[config.mk]
export PLATFORM = sky130hd
export DESIGN_NAME = down_cnt_reload
export DESIGN_NICKNAME = d
export VERILOG_FILES = /design/src/rtl/cnt_pkg.sv /design/src/rtl/down_cnt_reload.sv
export SDC_FILE = /design/constraint.sdc
export NUM_CORES = 1
export LEC_CHECK = 0
export ABC_CLOCK_PERIOD_IN_PS = 2410
export CORE_MARGIN = 4
export CORE_UTILIZATION = 35
export CTS_BUF_LIST = sky130_fd_sc_hd__clkbuf_8
export DETAILED_ROUTE_END_ITERATION = 7
export DONT_BUFFER_PORTS = 1
export PLACE_DENSITY = 0.61
export SYNTH_ARGS = -nofsm -noshare
export SYNTH_HDL_FRONTEND = slang
export SYNTH_SLANG_ARGS = --single-unit
[constraint.sdc]
create_clock -name clk -period 2.41 [get_ports clk]
set_input_delay 0.1205 -clock clk [delete_from_list [all_inputs] [get_ports clk]]
set_output_delay 0.1205 -clock clk [all_outputs]
set_load 0.02 [all_outputs]
[src/rtl/cnt_pkg.sv]
// Shared types and constants for the loadable down counter family.
package cnt_pkg;

  typedef enum logic [1:0] {
    IDLE = 2'd0,
    RUN  = 2'd1,
    DONE = 2'd2
  } cnt_state_t;

  localparam logic MODE_ONESHOT = 1'b0;
  localparam logic MODE_RELOAD  = 1'b1;

endpackage

[src/rtl/down_cnt_reload.sv]
// Loadable down counter with reload register, terminal-count pulse and
// borrow chain for cascading identical stages.
//
// state | meaning
// IDLE  | after reset; q holds, en ignored
// RUN   | counting on each qualified step (en & bi)
// DONE  | one-shot expired; q holds at 0 until load or mr
module down_cnt_reload
  import cnt_pkg::*;
#(
  parameter int WIDTH = 8
) (
  input  logic             clk,
  input  logic             mr,
  input  logic             load,
  input  logic             en,
  input  logic             bi,
  input  logic             mode,
  input  logic [WIDTH-1:0] d,
  output logic [WIDTH-1:0] q,
  output logic             bo,
  output logic             tc,
  output logic             busy
);

  cnt_state_t       state_q, state_d;
  logic [WIDTH-1:0] rl, rl_d;
  logic [WIDTH-1:0] q_d;
  logic             tc_d;
  logic             step;
  logic             at_zero;

  assign step    = en & bi;
  assign at_zero = (q == '0);

  always_ff @(posedge clk or negedge mr) begin
    if (!mr) begin
      state_q <= IDLE;
      q       <= '0;
      rl      <= '0;
      tc      <= 1'b0;
    end else begin
      state_q <= state_d;
      q       <= q_d;
      rl      <= rl_d;
      tc      <= tc_d;
    end
  end

  always_comb begin
    state_d = state_q;
    q_d     = q;
    rl_d    = rl;
    tc_d    = 1'b0;
    if (!load) begin
      q_d     = d;
      rl_d    = d;
      state_d = RUN;
    end else begin
      case (state_q)
        IDLE: ;
        RUN: begin
          if (step) begin
            if (!at_zero) begin
              q_d = q - WIDTH'(1);
            end else begin
              // Expiry: reload keeps running, one-shot parks at zero.
              tc_d = 1'b1;
              if (mode == MODE_RELOAD) q_d = rl;
              else                     state_d = DONE;
            end
          end
        end
        DONE: ;
        default: state_d = IDLE;
      endcase
    end
  end

  assign busy = (state_q == RUN);
  assign bo   = (state_q == RUN) & step & at_zero;

endmodule

==> results.txt <==
Hold Path Sink - q[5]
Post-synth top area cell - dfrtp_1
Routed via count - 917
Final Setup Violations - 0
Post-synth EDFFs - 0
Top-count cell post-synth - dfrtp_1
Worst endpoint data arrival time - 2040 ps
R2R Path End - q[3]
Max cap viols - 0
Cells after Synth - 115
Core outline area - 3030 µm²
Drt pass-1 iters - 4
CTS tree - yes
Die Y - 64.0 µm
Largest net degree at the start of global routing - 20
Worst EP required - 2290 ps
Static Leakage - 0.505 nW
Hold_sp - d[5]
R2R cell count - 4
R2R Path Start - q[4]
Worst hold path class - in -> reg
Mean post-synth cell area - 9.53 µm²
Share of the synthesized area in the top cell type - 0.434
I/O pin cnt - 25
Worst skew pair latency - 260 ps
RSZ-0062 raised after global routing - no
All-Layer GR Usage - 0.144
IO Port Bufs - 0
H-Tree Depth - 1
Max stage delay on crit path - 460 ps
Clk buf depth - 2
Post-route cell area - 1240 µm²
Placed cell areas - 1140 µm²
DRC errors left - 0
# Post-CTS Setup Buffers - 0
Crit. End Element - output pin
Sequential fraction of the synthesis area - 0.434
Fmax - 463 MHz
Status - complete, no violations
Drt via density - 5.56
Critical path fanouts, max - 8
Clock Tree Root - clkbuf_8
Site row count - 20
Ys async rst share - 1.00
Final net count - 138
Synth Flop Type - dfrtp_1
DP Cell Count - 156
Total Power - 0.744 mW
Antenna Nets Post-Route - 0
Relative slew margins - 0.426
Die width - 64.0 µm
Peak VDD IR - 0.306 mV
Least-Margin Pin Slew - 859 ps
Final hold violation count - 0
Vias in the first global route - 910
CTS sink cnt - 19
Final Cycle Share - 0.896
Post-Syn Area - 1100 µm²
Yosys synthesis warning count - 0
Crit path buffers/inverters - 1
Final Util - 0.409
Post-Route Setup TNS - 0 ps
Starting DRT DRC Count - 22
CP top delay family - simple AND/OR/NAND/NOR gates
Yosys reg bits - 19
Worst Skew - 1.37 ps
Total wire length - 2.79 mm
Overflow after GRT - 0
Post-Layout Cell Count - 165
CTS Buf Count - 3
PD cells - 601 nW/µm²
WL per Instance - 16.9 µm
Reg2Reg Setup Slack - 360 ps
Hold path cells - 2
Die area - 4090 µm²
Syn Nets - 131
Slowest cell on the critical path - nor3b_2
Startpoint types - register
Fin crit period - 2160 ps
Commonest cells post-synth - 19 x dfrtp_1, 13 x nand2_1, 8 x a21oi_1, 5 x inv_1, 5 x nor2b_1
Pins Over Slew Limit - 0
Initial core utilization - 0.362
Top cells by area, synth - dfrtp_1 43%, nand2_1 4.5%, a21oi_1 3.7%
CTS clk-pin slew, worst paths - 70 ps
Placer Congestion - 0.805
Yosys cell types - 41
WS Path Type - reg -> out
Layout cell share with drive strength beyond 1 - 0.124
P&R area growth vs syn - 13.0%
Worst-path cell chain - inv_1, ha_1, nor3b_2, nand2_1, nor2_1
Initial antenna violation count - 0
First-pass GRT wire length - 4.55 mm
DP Wirelength - 2.00 mm
Ant diodes - 0
cells by family after synthesis:
logic type | synth area share
AOI/OAI and AO/OA | 0.195
xor gates and xnor gates | 0.0160
adders and majority gates | 0.0228
buffers and inverters | 0.0377
DFF | 0.434
muxes | 0.0400
and+or+nand+nor | 0.255
through the flow:
step	worst slack [ps]	hold WS, ps
final	251	10.4
after global placement	426	-174
after CTS	271	4.49
after floorplan	414	-175
after detailed placement	370	-174
after global routing	45.8	2.19
layout make-up:
class | instances | area, µm²
clock buffer | 3 | 41.3
clock inverter | 1 | 3.75
fill | 305 | 1790
inverter | 5 | 18.8
multi-input combinational | 86 | 579
sequential | 19 | 475
tap | 44 | 55.1
timing repair buffer | 7 | 65.1
sequential cells by signal, summed over array words and instances (netlist names):
register	cells
q	8
tc	1
rl	8
state_q	2
power breakdown:
group          internal, mW  leakage [nW]  switching [mW]
combinational        0.0593         0.251          0.0754
clock                 0.113        0.0269           0.107
sequential            0.345         0.227          0.0440
total                 0.518         0.505           0.226
cell usage in the layout, fill, tap and decap left out, types with 2 or more instances in the layout:
cell type / count
nor2b_1: 5
buf_4: 2
a21o_1: 4
o21ai_1: 2
ha_1: 2
o31ai_1: 3
dfrtp_1: 19
nand2b_1: 2
and4b_1: 2
nand3_1: 4
inv_1: 6
clkbuf_8: 3
o21ai_0: 4
a31oi_1: 2
nor3_1: 4
nor2_1: 4
nor4_1: 2
a21oi_1: 8
mux2_2: 3
dlygate4sd3_1: 5
nand2_1: 13
nand4_1: 3
worst max path at each step:
stage	startpoint	end	slack, ps	cells after the start
4_1_cts	q[1]	bo	270	5
3_3_place_gp	q[4]	q[3]	430	4
5_1_grt	q[1]	bo	50	5
2_1_floorplan	q[0]	q[3]	410	6
3_5_place_dp	q[4]	q[3]	370	4
6_report	q[1]	bo	250	5
routing by layer:
layer	track usage	up-vias	part of all wire
li1	-	434	-
met1	0.168	440	0.43
met2	0.230	35	0.46
met3	0.0668	8	0.090
met4	0.0512	0	0.016
met5	0	-	0
what timing repair did:
item | in CTS | in global routing
endpoints found under the hold margin | 26 | 1
resized for setup | 0 | 0
hold buffers | 4 | 1
No activity file was read; power rests on OpenSTA's default activity.
